$ cat src/rtl/ro_puf_pkg.sv
// Shared types and timing constants for the ring-oscillator PUF engine.
package ro_puf_pkg;

  typedef enum logic [2:0] {
    IDLE,
    ARM,
    COUNT,
    SETTLE,
    CMP,
    DONE
  } state_e;

  localparam int unsigned ARM_CYCLES    = 2;  // RO start-up and synchronizer fill
  localparam int unsigned SETTLE_CYCLES = 3;  // drain after counting stops
  localparam int unsigned SYNC_STAGES   = 2;  // metastability flops per RO path

endpackage

$ cat src/rtl/ro_edge_counter.sv
// Synchronizes one asynchronous RO output, detects rising edges and counts
// them into a saturating counter.
// Ports: clk, rst_n (synchronous, active-high), ro_raw (async RO output),
//        clr (zero the count), cnt_en (counting window), cnt (edge count).
module ro_edge_counter
  import ro_puf_pkg::*;
#(
  parameter int unsigned CNT_W = 12
) (
  input  logic             clk,
  input  logic             rst_n,
  input  logic             ro_raw,
  input  logic             clr,
  input  logic             cnt_en,
  output logic [CNT_W-1:0] cnt
);

  logic [SYNC_STAGES-1:0] sync_q;
  logic                   prev_q;
  logic                   en_q;
  logic                   rise_c;

  assign rise_c = sync_q[SYNC_STAGES-1] & ~prev_q;

  // The enable is delayed one cycle so the first counted comparison already
  // sees two samples taken from the newly selected oscillator; the window
  // length is unchanged, it just slides into the first settle cycle.
  always_ff @(posedge clk) begin
    if (rst_n) begin
      sync_q <= '0;
      prev_q <= 1'b0;
      en_q   <= 1'b0;
      cnt    <= '0;
    end else begin
      sync_q <= {sync_q[SYNC_STAGES-2:0], ro_raw};
      prev_q <= sync_q[SYNC_STAGES-1];
      en_q   <= cnt_en;
      if (clr) begin
        cnt <= '0;
      end else if (en_q && rise_c && (cnt != '1)) begin
        cnt <= cnt + CNT_W'(1);
      end
    end
  end

endmodule

$ cat src/rtl/ro_puf_engine.sv
// Ring-oscillator PUF measurement engine: compares windowed edge counts of two
// challenge-selected oscillators and shifts the result into a response word.
// Ports: clk; rst_n (synchronous, active-high); ro_in (async RO bank outputs);
//        ro_en (RO bank enable); start/chal_a/chal_b/win_len (request);
//        busy/done/err (status); resp_bit/tie/count_a/count_b (last result);
//        resp_shift/resp_valid (accumulated responses).
module ro_puf_engine
  import ro_puf_pkg::*;
#(
  parameter  int unsigned NUM_RO    = 16,
  parameter  int unsigned CNT_W     = 12,
  parameter  int unsigned WIN_W     = 16,
  parameter  int unsigned RESP_BITS = 8,
  localparam int unsigned SEL_W     = $clog2(NUM_RO)
) (
  input  logic                 clk,
  input  logic                 rst_n,
  input  logic [NUM_RO-1:0]    ro_in,
  output logic                 ro_en,
  input  logic                 start,
  input  logic [SEL_W-1:0]     chal_a,
  input  logic [SEL_W-1:0]     chal_b,
  input  logic [WIN_W-1:0]     win_len,
  output logic                 busy,
  output logic                 done,
  output logic                 err,
  output logic                 resp_bit,
  output logic                 tie,
  output logic [CNT_W-1:0]     count_a,
  output logic [CNT_W-1:0]     count_b,
  output logic [RESP_BITS-1:0] resp_shift,
  output logic                 resp_valid
);

  localparam int unsigned BC_W = $clog2(RESP_BITS + 1);

  state_e            state;
  logic [SEL_W-1:0]  sel_a_q;
  logic [SEL_W-1:0]  sel_b_q;
  logic [WIN_W-1:0]  win_q;
  logic [WIN_W-1:0]  timer_q;
  logic [BC_W-1:0]   bits_q;
  logic [CNT_W-1:0]  cnt_a_c;
  logic [CNT_W-1:0]  cnt_b_c;
  logic              chal_ok_c;
  logic              accept_c;
  logic              cnt_en_c;
  logic              gt_c;

  assign chal_ok_c = (chal_a != chal_b) && (32'(chal_a) < NUM_RO) && (32'(chal_b) < NUM_RO);
  assign accept_c  = (state == IDLE) && start && chal_ok_c;
  assign cnt_en_c  = (state == COUNT);
  assign gt_c      = (cnt_a_c > cnt_b_c);

  ro_edge_counter #(.CNT_W(CNT_W)) u_cnt_a (
    .clk    (clk),
    .rst_n  (rst_n),
    .ro_raw (ro_in[sel_a_q]),
    .clr    (accept_c),
    .cnt_en (cnt_en_c),
    .cnt    (cnt_a_c)
  );

  ro_edge_counter #(.CNT_W(CNT_W)) u_cnt_b (
    .clk    (clk),
    .rst_n  (rst_n),
    .ro_raw (ro_in[sel_b_q]),
    .clr    (accept_c),
    .cnt_en (cnt_en_c),
    .cnt    (cnt_b_c)
  );

  // Measurement sequencer; timer_q counts down the remaining cycles of the
  // current phase.
  always_ff @(posedge clk) begin
    if (rst_n) begin
      state      <= IDLE;
      sel_a_q    <= '0;
      sel_b_q    <= '0;
      win_q      <= '0;
      timer_q    <= '0;
      bits_q     <= '0;
      ro_en      <= 1'b0;
      busy       <= 1'b0;
      done       <= 1'b0;
      err        <= 1'b0;
      resp_bit   <= 1'b0;
      tie        <= 1'b0;
      count_a    <= '0;
      count_b    <= '0;
      resp_shift <= '0;
      resp_valid <= 1'b0;
    end else begin
      done <= 1'b0;
      err  <= 1'b0;
      case (state)
        IDLE: begin
          if (start) begin
            if (chal_ok_c) begin
              sel_a_q    <= chal_a;
              sel_b_q    <= chal_b;
              win_q      <= (win_len == '0) ? WIN_W'(1) : win_len;
              timer_q    <= WIN_W'(ARM_CYCLES - 1);
              ro_en      <= 1'b1;
              busy       <= 1'b1;
              resp_valid <= 1'b0;
              state      <= ARM;
            end else begin
              err <= 1'b1;
            end
          end
        end
        ARM: begin
          if (timer_q == '0) begin
            timer_q <= win_q - WIN_W'(1);
            state   <= COUNT;
          end else begin
            timer_q <= timer_q - WIN_W'(1);
          end
        end
        COUNT: begin
          if (timer_q == '0) begin
            timer_q <= WIN_W'(SETTLE_CYCLES - 1);
            ro_en   <= 1'b0;
            state   <= SETTLE;
          end else begin
            timer_q <= timer_q - WIN_W'(1);
          end
        end
        SETTLE: begin
          if (timer_q == '0) begin
            state <= CMP;
          end else begin
            timer_q <= timer_q - WIN_W'(1);
          end
        end
        CMP: begin
          resp_bit   <= gt_c;
          tie        <= (cnt_a_c == cnt_b_c);
          count_a    <= cnt_a_c;
          count_b    <= cnt_b_c;
          resp_shift <= {resp_shift[RESP_BITS-2:0], gt_c};
          if (bits_q != BC_W'(RESP_BITS)) begin
            bits_q <= bits_q + BC_W'(1);
          end
          if ((32'(bits_q) + 32'd1) >= RESP_BITS) begin
            resp_valid <= 1'b1;
          end
          done  <= 1'b1;
          state <= DONE;
        end
        DONE: begin
          busy  <= 1'b0;
          state <= IDLE;
        end
        default: state <= IDLE;
      endcase
    end
  end

endmodule

$ cat config.mk
export PLATFORM = sky130hd
export DESIGN_NAME = ro_puf_engine
export DESIGN_NICKNAME = d
export VERILOG_FILES = /design/src/rtl/ro_puf_pkg.sv /design/src/rtl/ro_edge_counter.sv /design/src/rtl/ro_puf_engine.sv
export SDC_FILE = /design/constraint.sdc
export NUM_CORES = 1
export LEC_CHECK = 0
export BUFFER_PORTS_ARGS = -buffer_cell sky130_fd_sc_hd__buf_2
export CORE_MARGIN = 1
export CORE_UTILIZATION = 39
export DETAILED_ROUTE_END_ITERATION = 8
export SYNTH_ARGS = -nofsm -noshare
export SYNTH_HDL_FRONTEND = slang
export SYNTH_SLANG_ARGS = --single-unit
$ cat constraint.sdc
create_clock -name clk -period 1.8 [get_ports clk]
set_input_delay 0.18 -clock clk [delete_from_list [all_inputs] [get_ports clk]]
set_output_delay 0.18 -clock clk [all_outputs]
set_load 0.01 [all_outputs]
Yosys cells after proc, flatten, opt, wreduce, memory -nomap -nowiden
Cells that the tools add are included.
{ "word_totals": {"regBits": 117, "wordCells": 106, "input_bits": 43, "out_inout_bits": 39} }
{ "classes": {"n_lt_le_gt_ge": 4, "n_eq_ne": 17, "muxes": 28, "n_addsub": 6, "bitwise_logic": 6, "reduce_logical": 22} }
{ "op_table": {"columns": ["operator", "n"], "rows": [
  ["two-way mux 16 bit", 6],
  ["case mux 16 bit (4 select lines)", 1],
  ["zero test 16 bit", 2],
  ["subtractor 16 x 1 -> 16 bit, second input constant", 2],
  ["adder 12 x 1 -> 12 bit, second input constant", 2],
  ["!= test 12 bit, second input constant", 2],
  ["two-way mux 3 bit", 5],
  ["case mux 3 bit (5 select lines)", 1],
  ["!= test 2 bit, second input constant", 7],
  ["equality test 12 bit", 1],
  ["greater-than comparator 12 bit", 1],
  ["AND reduction 4 bit", 3],
  ["< comparator 4 x 5 -> 1 bit, second input constant", 2],
  ["two-way mux 1 bit", 10],
  ["binary-select mux 1 bit (select 4 bit)", 2],
  ["equality test 3 x 2 -> 1 bit, second input constant", 2],
  ["equality test 3 bit, second input constant", 2],
  ["logical AND 1 bit", 6],
  ["case mux 1 bit (2 select lines)", 3],
  ["AND reduction 3 bit", 2],
  ["nonzero test 2 bit", 3],
  ["adder 4 x 1 -> 5 bit, second input constant", 1],
  ["greater-or-equal comparator 5 x 4 -> 1 bit, second input constant", 1],
  ["AND reduction 5 bit", 1],
  ["11 further kinds", 15]
]} }

Longest topological paths before layout
Gate-level depths: netlist (run 1).
{ "depth": {"depth_word": 4, "ltp_mapped": 10, "depth_no_buf": 8} }

Hierarchy
A second synthesis (run 1) with hierarchy kept.
{ "hier_totals": {"hier_cells": 687, "area_unflattened_um2": 5953.2} }
{ "modules_own_cells": {"columns": ["module", "seq_area_each_um2", "area_each_um2", "cells_per_inst", "n_inst"], "rows": [
  ["ro_puf_engine", 1701.6, 4469.3, 527, 1],
  ["ro_edge_counter", 320.3, 742.0, 80, 2]
]} }

Least setup slack after synthesis (run 1)
Ideal clock, no wire load.
{ "synth_path": {"path_type": "register to register", "start": "register timer_q[0]", "end": "register timer_q[12]", "setup_time_ns": 0.127, "slack_ns": -0.052, "n_path_buf": 0, "arrival_ns": 1.725, "synth_period_minus_slack_ns": 1.852, "path_stages_with_launch": 8, "required_time_ns": 1.673, "cell_sequence": "dfxtp_1 -> inv_1 -> ha_1 -> nor3b_1 -> nand2_1 -> o311a_1 -> a221oi_1 -> o21ai_1"} }
{ "synth_via": {"elab_chain_len": 3, "elab_cells_between_ends": 8, "classes_between": "add/sub: 1; eq/ne: 1; mux: 4; reduce/logical: 2"} }
{ "synth_rtl": {"columns": ["item", "line_no", "source"], "rows": [
  ["start, declared", "ro_puf_engine.sv:41", "logic [WIN_W-1:0] timer_q;"],
  ["start signal, assigned", "ro_puf_engine.sv:103", "timer_q <= WIN_W'(ARM_CYCLES - 1);"],
  ["start signal, assigned", "ro_puf_engine.sv:115", "timer_q <= win_q - WIN_W'(1);"],
  ["start signal, assigned", "ro_puf_engine.sv:118", "timer_q <= timer_q - WIN_W'(1);"],
  ["subtractor 16 x 1 -> 16 bit or zero test 16 bit (tied branches)", null, null],
  ["two-way mux 16 bit (tied with other cells)", "ro_puf_engine.sv:131", "if (timer_q == '0) begin"],
  ["case mux 16 bit (4 select lines) or AND reduction 4 bit (tied branches)", null, null]
]} }
Parallel ways exist; a longest one is shown, timed or not. The select of a mux whose other input is x is not followed.
A chain may end at the register's enable or synchronous reset.

Worst setup path in the final report (run 1)
{ "layout_path": {"start": "register timer_q[8]", "end": "register timer_q[3]"} }
{ "layout_via": {"elab_chain_len": 3, "elab_cells_between_ends": 6, "classes_between": "eq/ne: 1; mux: 3; reduce/logical: 2"} }
{ "layout_rtl": {"columns": ["item", "line_no", "source"], "rows": [
  ["zero test 16 bit *", "ro_puf_engine.sv:114, ro_puf_engine.sv:122, ro_puf_engine.sv:131", null],
  ["two-way mux 16 bit (tied with other cells)", "ro_puf_engine.sv:122", "if (timer_q == '0) begin"],
  ["case mux 16 bit (4 select lines) or AND reduction 4 bit (tied branches)", null, null]
]} }
Mark *: on every way between the ends. The rest lies on a longest branch, timed or not.

==> implementation parameters, run 1 <==
Parameter                              Value

Run status
  Outcome ... finished, violations left
  Violated checks ... negative setup slack

Worst setup path
  Longest individual stage delay on the worst path ... 0.42 ns
  Cell depth of the worst flop-to-flop path ... 7
  Data arrival time of the critical path ... 2.24 ns
  Startpoint kind of the worst setup timing path ... flop
  Cell with the biggest individual delay on the critical path ... sky130_fd_sc_hd__nor4_4
  Required time at the worst-slack endpoint ... 2.16 ns
  Worst flop-to-flop path endpoint ... timer_q[3]
  Largest driver fanout on the critical path ... 7
  Kind of end point of the critical path ... flop
  Startpoint-to-endpoint class of the critical path ... flop to flop
  Launch point of the worst reg-to-reg path ... timer_q[8]
  Series of cell instances along the critical path ... nor4_4 > nand2_2 > nor3_4 > nand3_2 > buf_12 > a21o_1 > nand3_1
  Register-to-Register Setup Slack ... -0.08 ns

Timing
  Actual slew at the worst max-slew pin ... 0.445 ns
  Max Transition Viols Final ... 0
  Portion of the clock cycle consumed by the worst path in the final layout ... 1.04
  Count of endpoints failing setup in the final report ... 12
  Number of hold-slack violations in the final timing report ... 0
  RSZ-0062 raised after global routing ... true
  Tightest hold margin ... 0.00947 ns
  Worst slew margin ... 0.703
  Setup TNS Final ... -0.463 ns
  Least setup slack across all paths after layout ... -0.0792 ns
  Final critical-path required period ... 1.88 ns
  Highest attainable clock frequency ... 532 MHz
  Clock tree skew after final layout ... 0.0121 ns

CTS
  Maximum clock insertion buffer count ... 2
  # clock sinks ... 116
  Worst-path clk slew ... 0.06 ns
  CTS HTree Levels ... 4
  Clock tree from TritonCTS ... done
  CTS buffer count ... 17
  Clock latency reported for the late side of the worst-skew pair ... 0.43 ns
  Clock root buffer master ... sky130_fd_sc_hd__clkbuf_16

Drt
  Detailed Routing Iterations Pass 1 ... 5
  Total number of vias ... 5395
  Vias per cell ... 5.27
  Total length of routed wires ... 15600 um
  Number of design-rule violations left by the first detailed-router iteration ... 373
  Remaining number of nets flagged by the antenna check after routing ... 0
  Total DRC errors in the routed layout ... 0
  Avg WL per Cell ... 15.2 um

Logic synthesis
  EDFF count, synth ... 0
  Area of the mapped netlist ... 0.00582 sq mm
  Cell types with the highest counts after synthesis ... 116 x sky130_fd_sc_hd__dfxtp_1, 95 x sky130_fd_sc_hd__nand2_1, 60 x sky130_fd_sc_hd__nor2_1
  Share of async-settable or async-resettable flops after synthesis ... 0
  Number of different library cells in the post-synthesis netlist ... 66
  Synthesized netlist net count ... 724
  Seq cells post-synth ... 116
  Synthesized area per cell ... 8.79 sq um
  Yosys warning total ... 0
  Largest area contributor in the netlist ... sky130_fd_sc_hd__dfxtp_1
  Gate count after technology mapping ... 662
  Most common cell in the netlist ... sky130_fd_sc_hd__dfxtp_1
  Cell types occupying the most area after synthesis ... sky130_fd_sc_hd__dfxtp_1 40%, sky130_fd_sc_hd__nand2_1 6.1%, sky130_fd_sc_hd__a21oi_1 4.1%, sky130_fd_sc_hd__ha_1 4.1%, sky130_fd_sc_hd__mux4_2 3.9%
  Sequential-to-total area share from yosys stat ... 0.399
  Area share of the largest cell type after synthesis ... 0.399
  Primary FF master, synth ... sky130_fd_sc_hd__dfxtp_1

Layout
  Number of antenna repair diodes ... 0
  Fraction of layout instances using a drive strength above 1 ... 0.336
  Number of nets in the layout ... 890
  Relative area change from synthesis to final layout ... 36.7%

Floorplanning
  Row count ... 44
  Initial core utilization ... 0.400
  Count of boundary I/O pins ... 82
  Die Area ... 0.0154 sq mm
  Overall die height ... 124 um
  Horiz. Die Dim ... 124 um
  Floorplan Core Area ... 0.0145 sq mm

Global routing
  Number of global-route vias before repair ... 5003
  First-pass GRT wire length ... 24300 um
  Global-route congestion overflow total ... 0
  Antenna violations before repair ... 0
  Total Routing Usage GR ... 0.207
  Maximum number of pins on one net before global-route repair ... 32

Pwr
  Cell Pwr Density ... 1590 mW/mm^2
  Pwr Total ... 12.6 mW
  Leakage component of the power ... 3.20 nW
  Worst vdd rail ir drop ... 0.000862 V

Job
  Max-Cap Viols ... 0

Placement
  Placed wire-length estimate ... 11300 um
  Final RePlAce weighted congestion ... 0.836
  Count of buffers inserted at the top-level ports ... 81

Hold path
  Hold path cells ... 2
  Min-Delay Path Class ... input pin to flop
  Critical hold path startpoint ... win_len[9]
  Hold endpoint ... win_q[9]
## power by group
| group | switching [mW] | internal [mW] | leakage [nW] |
|---|---|---|---|
| Sequential | 0.341 | 2.92 | 0.945 |
| Combinational | 2.99 | 3.04 | 1.97 |
| Clock | 1.17 | 2.19 | 0.287 |
| Total | 4.50 | 8.15 | 3.20 |
## area by class of cell
class                   count  area, sq um
multi-input cells         488         3440
well taps                 184          230
clock inverters            10          131
flip-flops and latches    116         2330
clock buffers              21          450
inverters                  21         78.8
repair buffers            184         1290
fillers                  1327         6580
## cells in the final DEF (no fill, tap or decap), drive strengths merged, types with 8 or more instances in the layout
cell | synthesis | layout
a211oi | 8 | 8
a21oi | 50 | 50
a22o | 11 | 11
buf | 15 | 173
clkbuf | 22 | 22
dfxtp | 116 | 116
dlygate4sd3 | 0 | 10
ha | 19 | 19
inv | 21 | 22
mux2i | 14 | 14
mux4 | 10 | 10
nand2 | 95 | 95
nand3 | 18 | 18
nand4 | 13 | 13
nor2 | 70 | 70
nor2b | 14 | 14
nor3 | 20 | 20
nor4 | 15 | 15
o211ai | 8 | 8
o21ai | 20 | 20
xnor2 | 25 | 25
xor2 | 14 | 14
## stage by stage
step / instance area (sq um) / setup slack (ns) / utilization / std cells
floorplan: 5830 / 0.00685 / - / 662
global placement: 6940 / -0.0896 / 0.477 / 972
detailed placement: 6940 / -0.188 / 0.477 / 972
CTS: 7710 / -0.0394 / 0.531 / 1015
global route: 7960 / -0.140 / 0.548 / 1024
finish: 7960 / -0.0792 / 0.548 / 1024
## cell families (layout without fill, tap and decap cells)
| group | count (synthesis) | count (layout) | synth area share |
|---|---|---|---|
| AO/OA/AOI/OAI | 127 | 127 | 0.142 |
| XOR/XNOR | 39 | 39 | 0.0587 |
| adder cells (fa/ha/maj) | 19 | 19 | 0.0408 |
| buffers and inverters | 58 | 236 | 0.0466 |
| flip-flops | 116 | 116 | 0.399 |
| multiplexers | 24 | 24 | 0.0628 |
| AND/OR/NAND/NOR | 279 | 279 | 0.250 |
## per-layer routing
| layer | GRT usage | wire (um) | up-vias |
|---|---|---|---|
| met2 | 0.326 | 7360 | 158 |
| li1 | - | - | 2675 |
| met4 | 0.0781 | 213 | 0 |
| met5 | 0 | 0 | - |
| met1 | 0.273 | 7290 | 2546 |
| met3 | 0.0481 | 720 | 16 |
## repair_timing
| action | CTS | global route |
|---|---|---|
| hold endpoints to repair | 10 | 0 |
| cloned | 0 | 1 |
| endpoints found under the setup margin | 28 | 41 |
| hold buffers | 10 | 0 |
| setup buffers | 2 | 8 |
| resized for setup | 19 | 39 |
| pin swaps | 9 | 16 |
## worst max path at each step
stage                          start           to  cells past startpoint
after global placement    timer_q[1]  timer_q[13]                      8
after CTS                   win_q[0]  timer_q[11]                      6
final                     timer_q[8]   timer_q[3]                      7
after floorplan             win_q[0]  timer_q[11]                      6
after global routing      timer_q[8]   timer_q[4]                      7
after detailed placement   chal_b[3]     win_q[9]                      7
## critical path, delay by kind of cell (launching register included)
kind / cells / cell delay (ns)
flops: 1 / 0.35
compound gates: 1 / 0.19
simple gates: 5 / 1.08
buf+inv: 1 / 0.18
## registers in the layout, indices dropped and copies added, names as in the netlist, 2 cells and up
signal          flops
bits_q              4
count_a            12
count_b            12
resp_shift          8
sel_a_q             4
sel_b_q             4
state               3
timer_q            16
u_cnt_a.cnt        12
u_cnt_a.sync_q      2
u_cnt_b.cnt        12
u_cnt_b.sync_q      2
win_q              16
(Power assumes the default switching activity.)
==> inputs of run 2 (changes only) <==
--- a/config.mk
+++ b/config.mk
@@ -7,7 +7,7 @@
 export LEC_CHECK = 0
 export BUFFER_PORTS_ARGS = -buffer_cell sky130_fd_sc_hd__buf_2
 export CORE_MARGIN = 1
-export CORE_UTILIZATION = 39
+export CORE_UTILIZATION = 30
 export DETAILED_ROUTE_END_ITERATION = 8
 export SYNTH_ARGS = -nofsm -noshare
 export SYNTH_HDL_FRONTEND = slang
==> run 2 against run 1 <==
The run still ends with negative setup slack left. Maximum frequency fell by 1.4%. Setup slack got worse by 0.026 ns. First-iteration DRC count fell by 8.0%. Combinational power rose by 3%. Critical path depth rose by 1. Clock-buffer cell count fell by 2. Critical path type unchanged. Critical endpoint is now timer_q[14]. Highest routed layer unchanged.
==> implementation parameters, run 2 (synthesized netlist as in run 1, its figures left out) <==
Parameter                              Value

Drt
  Remaining number of nets flagged by the antenna check after routing ... 0
  Number of design-rule violations left by the first detailed-router iteration ... 343
  Total number of vias ... 5346
  Detailed Routing Iterations Pass 1 ... 5
  Total DRC errors in the routed layout ... 0
  Avg WL per Cell ... 13.7 um
  Total length of routed wires ... 15200 um
  Vias per cell ... 4.83

Pwr
  Internal Dissipation ... 8.31 mW
  Leakage component of the power ... 3.24 nW
  Pwr Total ... 13.0 mW
  Comb power frac ... 0.476
  Sequential fraction of design power ... 0.248
  Fraction of power spent switching nets ... 0.362
  Cell Pwr Density ... 1590 mW/mm^2
  Switching component of the power ... 4.72 mW
  Worst vdd rail ir drop ... 0.000918 V
  Clock network fraction of total power ... 0.276

Floorplanning
  Die Area ... 0.0200 sq mm
  Overall die height ... 141 um
  Row count ... 50
  Horiz. Die Dim ... 141 um
  Initial core utilization ... 0.309
  Count of boundary I/O pins ... 82
  Floorplan Core Area ... 0.0188 sq mm

Timing
  RSZ-0062 raised after global routing ... true
  Actual slew at the worst max-slew pin ... 0.681 ns
  Tightest hold margin ... 0.0266 ns
  Clock tree skew after final layout ... 0.0102 ns
  Count of endpoints failing setup in the final report ... 12
  Highest attainable clock frequency ... 525 MHz
  Final critical-path required period ... 1.91 ns
  Least setup slack across all paths after layout ... -0.106 ns
  Number of hold-slack violations in the final timing report ... 0
  Setup TNS Final ... -0.638 ns
  Worst slew margin ... 0.545
  Portion of the clock cycle consumed by the worst path in the final layout ... 1.06
  Max Transition Viols Final ... 0

Global routing
  Total Routing Usage GR ... 0.153
  Global-route congestion overflow total ... 0
  Maximum number of pins on one net before global-route repair ... 73
  Antenna violations before repair ... 0
  First-pass GRT wire length ... 24200 um
  Number of global-route vias before repair ... 4920

Layout
  Number of nets in the layout ... 896
  Most frequent cells in the layout ... 110 x sky130_fd_sc_hd__dfxtp_1, 90 x sky130_fd_sc_hd__nand2_1, 85 x sky130_fd_sc_hd__buf_4
  Filler cell count ... 1805
  Most common cell after layout, fill and taps aside ... sky130_fd_sc_hd__dfxtp_1
  Number of antenna repair diodes ... 0
  Sequential cell area in the final layout ... 0.00233 sq mm
  Non-filler cells in the finished layout ... 1107
  Post-route core utilization ... 0.434
  Final standard cell area without fillers ... 0.00817 sq mm
  Area used by multi-input combinational logic ... 0.00347 sq mm
  Fraction of layout instances using a drive strength above 1 ... 0.342
  Registers with the highest flip-flop counts ... timer_q: 16 flops, win_q: 16 flops
  Relative area change from synthesis to final layout ... 40.3%

Worst setup path
  Data arrival time of the critical path ... 2.19 ns
  Register-to-Register Setup Slack ... -0.11 ns
  Worst flop-to-flop path endpoint ... timer_q[14]
  Cell depth of the worst flop-to-flop path ... 8
  Startpoint kind of the worst setup timing path ... flop
  Required time at the worst-slack endpoint ... 2.09 ns
  Launch point of the worst reg-to-reg path ... timer_q[7]
  Largest driver fanout on the critical path ... 6
  Kind of end point of the critical path ... flop
  Startpoint-to-endpoint class of the critical path ... flop to flop

CTS
  CTS buffer count ... 17
  CTS HTree Levels ... 4
  Worst-path clk slew ... 0.06 ns
  Clock tree from TritonCTS ... done
  Clock latency reported for the late side of the worst-skew pair ... 0.42 ns
  Clock root buffer master ... sky130_fd_sc_hd__clkbuf_16
  Maximum clock insertion buffer count ... 2
  # clock sinks ... 116

Hold path
  Hold path cells ... 3
  Critical hold path startpoint ... win_len[11]
  Hold endpoint ... win_q[11]
  Min-Delay Path Class ... input pin to flop

Run status
  Violated checks ... negative setup slack
  Outcome ... finished, violations left

Placement
  Worst slack at placement ... -0.198 ns
  Count of buffers inserted at the top-level ports ... 81
  Number of cells after detailed placement ... 1049
  Final RePlAce weighted congestion ... 0.913
  Placed wire-length estimate ... 10600 um
  Area of placed instances ... 0.00705 sq mm

Job
  Max-Cap Viols ... 0
-- run 2: cell count changes in the layout (fill, tap and decap cells not counted), moves of 3 or more --
cell,previous run,this run
sky130_fd_sc_hd__buf_6,2,9
sky130_fd_sc_hd__clkinv_2,5,0
sky130_fd_sc_hd__clkinv_4,0,3
sky130_fd_sc_hd__inv_6,1,4
sky130_fd_sc_hd__nor2_1,60,56
sky130_fd_sc_hd__nor2_2,10,13
-- run 2: timing repair --
item                       in CTS  in global routing
resized for setup              26                 44
cloned                          0                  1
setup endpoints to repair      25                 21
hold endpoints to repair       11                  0
hold buffers                   11                  0
pin swaps                      10                 26
buffers inserted                2                 12
-- run 2: final cells by class --
type,instances,share of cell area
multi-input cells,488,0.425
flip-flops and latches,116,0.285
repair buffers,190,0.163
clock buffers,19,0.0530
well taps,260,0.0398
clock inverters,13,0.0241
inverters,21,0.00965
-- run 2: layer usage --
layer | global-route usage | vias up | part of all wire
met5 | 0 | - | 0
met4 | 0.0721 | 0 | 0.029
met3 | 0.0364 | 41 | 0.046
met2 | 0.231 | 179 | 0.44
met1 | 0.207 | 2438 | 0.49
li1 | - | 2688 | -
-- run 2: how the worst max path moves through the flow --
| stage | startpoint | end | slack, ns |
|---|---|---|---|
| 6_report | timer_q[7] | timer_q[14] | -0.11 |
| 5_1_grt | timer_q[7] | timer_q[14] | -0.19 |
| 4_1_cts | win_q[0] | timer_q[11] | -0.03 |
| 3_5_place_dp | timer_q[1] | timer_q[11] | -0.20 |
| 3_3_place_gp | timer_q[1] | timer_q[11] | -0.17 |
| 2_1_floorplan | win_q[0] | timer_q[11] | 0.007 |
-- run 2: worst max-delay path, cell delays in order (launching register included) --
cell and delay (ns):
sky130_fd_sc_hd__dfxtp_2 0.33, sky130_fd_sc_hd__nor4_4 0.39, sky130_fd_sc_hd__and4_4 0.37, sky130_fd_sc_hd__buf_6 0.12, sky130_fd_sc_hd__a21o_4 0.16, sky130_fd_sc_hd__buf_6 0.15
sky130_fd_sc_hd__nor2_2 0.04, sky130_fd_sc_hd__o21ai_1 0.13, sky130_fd_sc_hd__o211ai_1 0.09
-- run 2: power groups by stage --
stage | sequential, mW | combinational (mW) | clock, mW
floorplan | 3.23 | 2.97 | 0
global placement | 3.24 | 4.80 | 0
detailed placement | 3.25 | 4.81 | 0
CTS | 3.21 | 5.22 | 3.67
global route | 3.28 | 6.63 | 3.81
finish | 3.23 | 6.20 | 3.60
